==> src/rtl/uart_fpga_top_rx.sv <==
// uart_fpga_top_rx: 8N1 UART receiver with 2-flop input synchroniser and one-cycle done/error pulses.
// Define UART_RX_PARITY_EN to insert an even-parity bit and the parity_error output.
module uart_fpga_top_rx #(
    parameter int CLK_FREQ = 50000000,
    parameter int BAUD     = 115200
) (
    input  logic       clk,
    input  logic       rst,
    input  logic       rx,
    output logic [7:0] rx_data,
    output logic       rx_done,
    output logic       framing_error,
`ifdef UART_RX_PARITY_EN
    output logic       parity_error,
`endif
    output logic       busy
);

    localparam int CLKS_PER_BIT = CLK_FREQ / BAUD;
    localparam int CW           = $clog2(CLKS_PER_BIT);
    localparam logic [CW-1:0] HALF_M1 = CW'(CLKS_PER_BIT / 2 - 1);
    localparam logic [CW-1:0] FULL_M1 = CW'(CLKS_PER_BIT - 1);

`ifdef UART_RX_PARITY_EN
    typedef enum logic [2:0] {S_IDLE, S_START, S_DATA, S_PARITY, S_STOP} state_t;
`else
    typedef enum logic [2:0] {S_IDLE, S_START, S_DATA, S_STOP} state_t;
`endif

    state_t          r_state;
    logic            r_sync1;
    logic            r_sync2;
    logic            r_rx_d;
    logic [CW-1:0]   r_baud_cnt;
    logic [2:0]      r_bit_cnt;
    logic [7:0]      r_shift;
    logic [7:0]      r_rx_data;
    logic            r_rx_done;
    logic            r_framing_error;
    logic            r_busy;
`ifdef UART_RX_PARITY_EN
    logic            r_parity_error;
    logic            r_par_bad;
`endif

    always_ff @(posedge clk) begin
        if (rst) begin
            r_sync1         <= 1'b1;
            r_sync2         <= 1'b1;
            r_rx_d          <= 1'b1;
            r_state         <= S_IDLE;
            r_baud_cnt      <= '0;
            r_bit_cnt       <= '0;
            r_shift         <= '0;
            r_rx_data       <= '0;
            r_rx_done       <= 1'b0;
            r_framing_error <= 1'b0;
            r_busy          <= 1'b0;
`ifdef UART_RX_PARITY_EN
            r_parity_error  <= 1'b0;
            r_par_bad       <= 1'b0;
`endif
        end else begin
            r_sync1         <= rx;
            r_sync2         <= r_sync1;
            r_rx_d          <= r_sync2;
            r_rx_done       <= 1'b0;
            r_framing_error <= 1'b0;
`ifdef UART_RX_PARITY_EN
            r_parity_error  <= 1'b0;
`endif
            r_baud_cnt      <= r_baud_cnt + 1'b1;

            case (r_state)
                S_IDLE: begin
                    r_baud_cnt <= '0;
                    // Only a fresh 1->0 transition starts a frame; a held-low line does not.
                    if (r_rx_d && !r_sync2) begin
                        r_state <= S_START;
                        r_busy  <= 1'b1;
                    end
                end

                S_START: begin
                    if (r_baud_cnt == HALF_M1) begin
                        r_baud_cnt <= '0;
                        if (!r_sync2) begin
                            r_state <= S_DATA;
                        end else begin
                            r_state <= S_IDLE;
                            r_busy  <= 1'b0;
                        end
                    end
                end

                S_DATA: begin
                    if (r_baud_cnt == FULL_M1) begin
                        r_baud_cnt <= '0;
                        r_shift    <= {r_sync2, r_shift[7:1]};
                        r_bit_cnt  <= r_bit_cnt + 1'b1;
                        if (r_bit_cnt == 3'd7) begin
`ifdef UART_RX_PARITY_EN
                            r_state <= S_PARITY;
`else
                            r_state <= S_STOP;
`endif
                        end
                    end
                end

`ifdef UART_RX_PARITY_EN
                S_PARITY: begin
                    if (r_baud_cnt == FULL_M1) begin
                        r_baud_cnt <= '0;
                        r_par_bad  <= r_sync2 ^ (^r_shift);
                        r_state    <= S_STOP;
                    end
                end
`endif

                S_STOP: begin
                    // Returning to IDLE at the stop-bit centre leaves half a bit to catch the next start edge.
                    if (r_baud_cnt == FULL_M1) begin
                        r_baud_cnt <= '0;
                        r_state    <= S_IDLE;
                        r_busy     <= 1'b0;
                        if (!r_sync2) begin
                            r_framing_error <= 1'b1;
`ifdef UART_RX_PARITY_EN
                        end else if (r_par_bad) begin
                            r_parity_error <= 1'b1;
`endif
                        end else begin
                            r_rx_data <= r_shift;
                            r_rx_done <= 1'b1;
                        end
                    end
                end

                default: begin
                    r_state    <= S_IDLE;
                    r_baud_cnt <= '0;
                    r_busy     <= 1'b0;
                end
            endcase
        end
    end

    assign rx_data       = r_rx_data;
    assign rx_done       = r_rx_done;
    assign framing_error = r_framing_error;
    assign busy          = r_busy;
`ifdef UART_RX_PARITY_EN
    assign parity_error  = r_parity_error;
`endif

endmodule

==> config.mk <==
export PLATFORM = sky130hd
export DESIGN_NAME = uart_fpga_top_rx
export DESIGN_NICKNAME = d
export VERILOG_FILES = /design/src/rtl/uart_fpga_top_rx.sv
export SDC_FILE = /design/constraint.sdc
export NUM_CORES = 1
export LEC_CHECK = 0
export CAP_MARGIN = 30
export CELL_PAD_IN_SITES_DETAIL_PLACEMENT = 1
export CELL_PAD_IN_SITES_GLOBAL_PLACEMENT = 2
export CORE_AREA = 2 2 80 82
export CTS_BUF_LIST = sky130_fd_sc_hd__clkbuf_4
export DETAILED_ROUTE_END_ITERATION = 10
export DIE_AREA = 0 0 82 84
export PLACE_DENSITY_LB_ADDON = 0.1
export SLEW_MARGIN = 25
export SYNTH_ARGS = -nofsm -noshare
export SYNTH_HDL_FRONTEND = slang
export SYNTH_SLANG_ARGS = --single-unit
==> constraint.sdc <==
create_clock -name clk -period 2.3 [get_ports clk]
set_clock_uncertainty 0.1 [all_clocks]
set_input_delay 0.23 -clock clk [delete_from_list [all_inputs] [get_ports clk]]
set_output_delay 0.23 -clock clk [all_outputs]
set_load 0.005 [all_outputs]
==> run summary, run 1 <==
Via density per instance: 4.48. Depth of the worst hold-timing path: 1. The floorplan step defined a core boundary enclosing 0.00610 mm2.

Setup repair after global routing left no endpoint under its margin. Max-cap violations in this run came to 0. Entering global routing, the biggest net connects 22 pins. The tightest hold path in the finished design has a slack of 0.323 ns. The flip-flop and latch count after synthesis was 36. In this run the deepest clock path goes through 2 buffers. Nature of the critical path endpoint: a flip-flop. The cts-stage hold buffer count is 0. The endpoint of the most critical register-to-register path was r_baud_cnt[7]. Cell type with the largest total area after synthesis: dfxtp_1. The number of inserted diodes is 0.

Pin placement for this block handled 14 I/O pins. The worst path uses 91.0% of the clock period. The path class of the tightest hold or removal check is reg -> reg. Data on the critical path arrives at its endpoint at 2.20 ns. Summed over all layers, the routed wires come to 3080 um. For this run, the register share of the synthesized area comes to 49.2%.

The global router's overall resource usage is 10.2%, and the die outline height is 84 um. The shortest clock period the worst path allows after layout was 2.09 ns. At the worst endpoint, the required time is 2.41 ns. Number of nets in the finished design: 170. The aggregate global routing overflow is 0. The finished cells cover 0.00174 mm2.

The detail route stage leaves a number of antenna-violating nets equal to 0. Of the cells placed in the final design, the portion with a size suffix greater than 1 is 11.1%. The cell area that synthesis handed to floorplanning was 0.00147 mm2.

Summing all placed instances gives a cell area of 0.00170 mm2. Synthesis produced a netlist with a net count of 152. TritonCTS built the clock tree. The tools report the slack of the worst reg-to-reg path as 0.21 ns. The number of global-route vias before repair came out at 1131. The run gives 28.6% as the utilization of the core after routing. The mean cell area of the mapped netlist is 10.2 um2, and the number of placement rows is 29. Detailed-route via count: 1070. The congestion estimate from routability-driven global placement came to 0.712. The tools report the capture endpoint of the worst hold path as r_sync2. The path type of the worst setup path is reg -> reg. CTS placed an instance of clkbuf_4 at the clock tree root. Count of cells along the worst register-to-register path: 6.

The flow ran to the end, and the final reports show no timing, DRC or antenna violations. For this block, the initial DRC count from the detailed router was 28. The tools report the number of slew-limit violations in the final report as 0. The routed length per instance is 12.9 um, and the gate count after technology mapping is 144. The tools report the starting utilization of the core area as 24.0%.

The tools report the achievable clock frequency as 0.478 GHz. In this run the most critical hold path is launched from r_sync1. The horizontal extent of the die is 82 um. The count of final hold-check violations is 0, and the HPWL reported at the end of detailed placement is 2190 um. Setup total negative slack on the finished layout was measured at 0 ns. First-pass iteration count of the detailed router: 2.

Ranked by total cell area, the synthesized netlist is headed by dfxtp_1 49%, mux2i_1 13%, nor2_1 5.9%. Relative to the synthesized area, the layout overhead comes to 19.0%. Power comes to 0.971 mW. The synthesized design contains 0 enable-type register cells. Final count of negative-setup-slack endpoints: 0. The floorplan step defined a die boundary enclosing 0.00689 mm2.

The number of gates resized after CTS was 0. For this design the static power due to leakage is 0.570 nW. After synthesis, the share of flip-flops with an asynchronous set or reset is 0%. CTS built an H-tree with a depth of 2. STA classifies the critical path startpoint as a flip-flop. In this run the tightest slew margin relative to its limit is 69.2%. The library cells used most frequently in the layout, excluding fill and tap cells, are 36 x dfxtp_1, 23 x nor2_1, 19 x mux2i_1, 13 x clkdlybuf4s50_1, 10 x nor3_1.

The run gives 0.33 ns as the clock latency on the worst-skew pair. The run gives 0 as the number of antenna violations at the first check in global routing. The origin of the critical flop-to-flop path is r_baud_cnt[0]. The library cell used most frequently in the layout, excluding fill and tap cells, is dfxtp_1. The run gives 36 as the number of sinks driven by the clock tree. The tools report the buffers inserted during post-CTS setup optimization as 0.

Of the post-synthesis cell area, the dominant cell type holds 49.2%. In the routed design, unresolved DRC markers number 0. In this run the worst path has a maximum fanout of 9. Counting distinct cell types in the post-synthesis netlist gives 28.

The peak ir drop on the vdd network came out at 0.179 mV. The number of port buffers came out at 13. After clock tree synthesis, the clock-pin slew on the worst setup and hold paths is 0.11 ns.

The top flip-flop cell by instance count after synthesis was dfxtp_1. During synthesis, Yosys emitted a total of 0 warnings. At the pin with the least slew margin, the transition time is 0.462 ns. The total power per unit cell area came out at 557 mW/mm2.

The first global-routing pass estimated 5260 um of wire. TritonCTS created 5 clock buffers.
state kept, by name (all words and copies together) (netlist names):
register and cells:
busy 1, rx_done 1, r_sync1 1, r_sync2 1, r_rx_d 1, r_state 2, rx_data 8, r_shift 8
framing_error 1, r_bit_cnt 3, r_baud_cnt 9
cells in the mapped netlist (2+ instances only):
cell / instances
nor3_1: 10
or2_2: 3
mux2i_1: 19
clkbuf_1: 6
nand2_1: 5
inv_1: 5
nand3_1: 4
xor2_1: 2
a211oi_1: 3
nor2_1: 23
xnor2_1: 6
nor3b_1: 2
nor4_1: 2
ha_1: 5
dfxtp_1: 36
power breakdown:
part,switching [mW],internal [mW]
clock,0.200,0.107
sequential,0.00576,0.628
combinational,0.0176,0.0129
stage by stage:
step / instances / worst slack [ns]
floorplan: 144 / 0.388
global placement: 232 / 0.284
detailed placement: 232 / 0.199
CTS: 239 / 0.188
global route: 239 / 0.0704
finish: 239 / 0.206
cells by family after synthesis:
| logic type | after synthesis | synth area share [%] |
|---|---|---|
| and+or+nand+nor | 56 | 20.3 |
| DFF | 36 | 49.2 |
| muxes | 19 | 13.0 |
| buffers and inverters | 12 | 3.33 |
| AOI/OAI and AO/OA | 8 | 5.12 |
| xor gates and xnor gates | 8 | 4.78 |
| adders and majority gates | 5 | 4.27 |
worst max path at each step:
stage	startpoint	end	slack, ns	cells past startpoint
global placement	r_baud_cnt[0]	r_baud_cnt[8]	0.28	6
detailed placement	r_baud_cnt[0]	r_baud_cnt[7]	0.20	6
CTS	r_baud_cnt[0]	r_baud_cnt[4]	0.19	6
global route	r_baud_cnt[0]	r_baud_cnt[7]	0.07	6
floorplan	r_baud_cnt[0]	r_state[1]	0.39	6
finish	r_baud_cnt[0]	r_baud_cnt[7]	0.21	6
final cells by class:
class / count / area (um2)
Fill cell: 713 / 4350
Clock inverter: 2 / 7.51
Clock buffer: 5 / 37.5
Multi-Input combinational cell: 96 / 696
Inverter: 5 / 18.8
Timing Repair Buffer: 18 / 168
Sequential cell: 36 / 721
Tap cell: 77 / 96.3
worst max-delay path: stages, from the launching register on:
cell	delay, ns
dfxtp_1	0.37
inv_1	0.07
ha_1	0.13
or4b_1	0.42
or3_4	0.37
a2bb2oi_2	0.41
nor3_1	0.11
per-layer routing:
| metal | vias up | wire [um] | global-route usage (%) | part of all wire (%) |
|---|---|---|---|---|
| li1 | 531 | - | - | - |
| met1 | 519 | 1400 | 12.1 | 46 |
| met2 | 15 | 1500 | 15.9 | 49 |
| met3 | 5 | 117 | 4.00 | 3.8 |
| met4 | 0 | 57 | 4.39 | 1.9 |
| met5 | - | 0 | 0 | 0 |
No activity file was read; power rests on OpenSTA's default activity.
==> inputs of run 2 (changes only) <==
- CTS_CLUSTER_SIZE: default -> 24
- SKIP_CTS_REPAIR_TIMING: default -> 1
==> results of run 2 <==
The final DEF is identical to that of run 1; final timing and power are the same.
==> inputs of run 3 (changes only) <==
- CTS_CLUSTER_SIZE: 24 -> 8
- clock period: 2.3 -> 2.5 ns (I/O delays scaled with it)
==> run 3 against run 2 <==
Net effect:
- hold slack lost 0.0040 ns
- die area unchanged
- routed wire length shrank 0.85%
- non-clock buffer count down 2
- final cell count shrank 0.84%
- core utilization shrank 0.25 points
- critical path type unchanged
- first-iteration DRC count is 46% higher
- combinational power is 7.5% lower
- register-to-register slack better by 0.20 ns
- maximum frequency about the same
==> run summary, run 3 (synthesis results as in run 1) <==
For the aggregate global routing overflow, the log shows 0. Measured against its own limit, the worst slew margin works out to 62.8%. The register name with the most flops was r_baud_cnt. In the final routed layout, each cell accounts on average for 12.9 um.

The area of the core is 0.00610 mm2, and the iteration-0 DRC count of the detailed router is 41. Tracing the worst setup path back leads to its startpoint at r_baud_cnt[0]. In this run the core area contains 29 standard-cell rows. Setup total negative slack on the finished layout was measured at 0 ns.

The run gives 9.84% as the global router's overall resource usage. The worst hold path belongs to the class reg -> reg. The congestion estimate from routability-driven global placement came to 0.712. The worst endpoint data arrival time is 2.20 ns. The number of slew-limit violations in the final report was 0; the achievable clock frequency was 0.477 GHz. Cells fill 28.4% of the core in the end. The die covers 0.00689 mm2. The tree is rooted in a clkbuf_4.

Total power per unit cell area: 514 mW/mm2. Including well taps, the total number of placed cells is 230. The H-tree generated during clock tree synthesis spans 2 levels. The tools report the origin of the critical flop-to-flop path as r_baud_cnt[0]. The count of antenna-violating nets left after detailed routing is 0.

The number of global-route vias before repair was 1120; the number of flip-flops in the largest register was 9. The maximum clock insertion buffer count is 2, and the overall power consumption is 0.890 mW. The tool flagged a number of max-cap violations equal to 0. The detailed-route via count is 1064, and the horizontal extent of the die is 82 um. Leaving out fill and tap cells, the most frequent cells in the layout are 36 x dfxtp_1, 23 x nor2_1, 19 x mux2i_1, 13 x clkdlybuf4s50_1, 10 x nor3_1. The post-synthesis to final-layout area growth came out at 18.0%. The tools report the clock buffer count from CTS as 5.

The number of sinks driven by the clock tree is 36, and the shortest clock period the worst path allows after layout is 2.09 ns. The first global-routing pass estimated 5220 um of wire. The tools report the nature of the critical path endpoint as a flip-flop.

For this run, the detailed router's first-pass iteration total came to 4. The run gives 2.61 ns as the data required time at the worst endpoint. The number of filler cells placed in the layout was 697.

The die is 84 um tall. The run gives 237 as the number of standard cells in the final layout excluding fillers. Sort of element at the start of the critical path: a flip-flop. For this design the static power due to leakage is 0.559 nW. The library cell used most frequently in the layout, excluding fill and tap cells, is dfxtp_1. The starting utilization of the core area came out at 24.0%.

After legalization and detailed placement, the total HPWL measured 2130 um. The tools report the area of the multi-input gates as 696 um2. In this run the worst path has a maximum fanout of 9. After clock tree synthesis, the clock-pin slew on the worst setup and hold paths is 0.10 ns. The post-route DRC violation count is 0. The number of antenna violations at the first check in global routing was 0. In the routed layout, each cell is associated on average with a via count of 4.49. The I/O pin total was 14. The number of port buffers works out to 13. At the pin with the least slew margin, the transition time is 0.556 ns. The final count of negative-setup-slack endpoints came out at 0. Sum of routed wire length over all layers: 3050 um.

Cells with a size suffix above 1 make up 10.0% of the layout. The sequential cells in the finished layout cover a total of 721 um2. In the final design database the tool counted 168 nets.

For the worst-skew pair, the clock arrives at the later sink with an insertion delay of 0.33 ns. The tools report the number of inserted diodes as 0. The count of final hold-check violations is 0. TritonCTS built the clock tree. Across the VDD grid, the largest voltage drop is 0.194 mV.

Origin of the worst min-delay path: r_sync1. The run finished with clean final reports. Entering global routing, the biggest net connects 20 pins. The path type of the worst setup path is reg -> reg. The final clock period utilization by the worst path was 83.8%. Setup repair after global routing left no endpoint under its margin. Across all hold checks on the routed design, the worst slack comes to 0.319 ns.
-- run 3: changes by cell type in the layout (fill, tap and decap cells not counted), sizes merged --
cell,change
buf,-2
-- run 3: critical path, stage by stage, from the launching register on --
cell and delay [ns]:
dfxtp_1 0.36, inv_1 0.07, ha_1 0.13, or4b_1 0.42
or3_4 0.37, a2bb2oi_2 0.42, nor3_1 0.11
-- run 3: area by class of cell --
cell class                      instances  area share [%]
Sequential cell                        36            41.7
Inverter                                5            1.09
Clock inverter                          2           0.434
Timing Repair Buffer                   16            8.83
Clock buffer                            5            2.17
Tap cell                               77            5.57
Multi-Input combinational cell         96            40.2
-- run 3: power breakdown --
group          internal, mW  switching [mW]  leakage [nW]
Clock                0.0982           0.180        0.0261
Sequential            0.577         0.00572         0.291
Combinational        0.0118          0.0164         0.243
-- run 3: metal layers --
layer	part of all wire (%)	global-route usage (%)	wire, um	vias up
li1	-	-	-	527
met1	46	12.0	1420	518
met2	50	15.9	1510	15
met3	2.7	2.92	82	4
met4	1.3	4.09	41	0
met5	0	0	0	-
-- run 3: worst paths after layout --
| kind | end | cells past startpoint | slack [ns] |
|---|---|---|---|
| worst max-delay path | r_baud_cnt[6] | 6 | 0.41 |
| worst min-delay path | r_sync2 | 1 | 0.32 |
| worst max register to register | r_baud_cnt[6] | 6 | 0.41 |
| worst min register to register | r_sync2 | 1 | 0.32 |
-- run 3: metrics by stage --
stage,setup slack [ns],instance area [um2]
6_report,0.405,1730
2_1_floorplan,0.588,1470
4_1_cts,0.375,1730
3_3_place_gp,0.482,1680
3_5_place_dp,0.414,1680
5_1_grt,0.266,1730
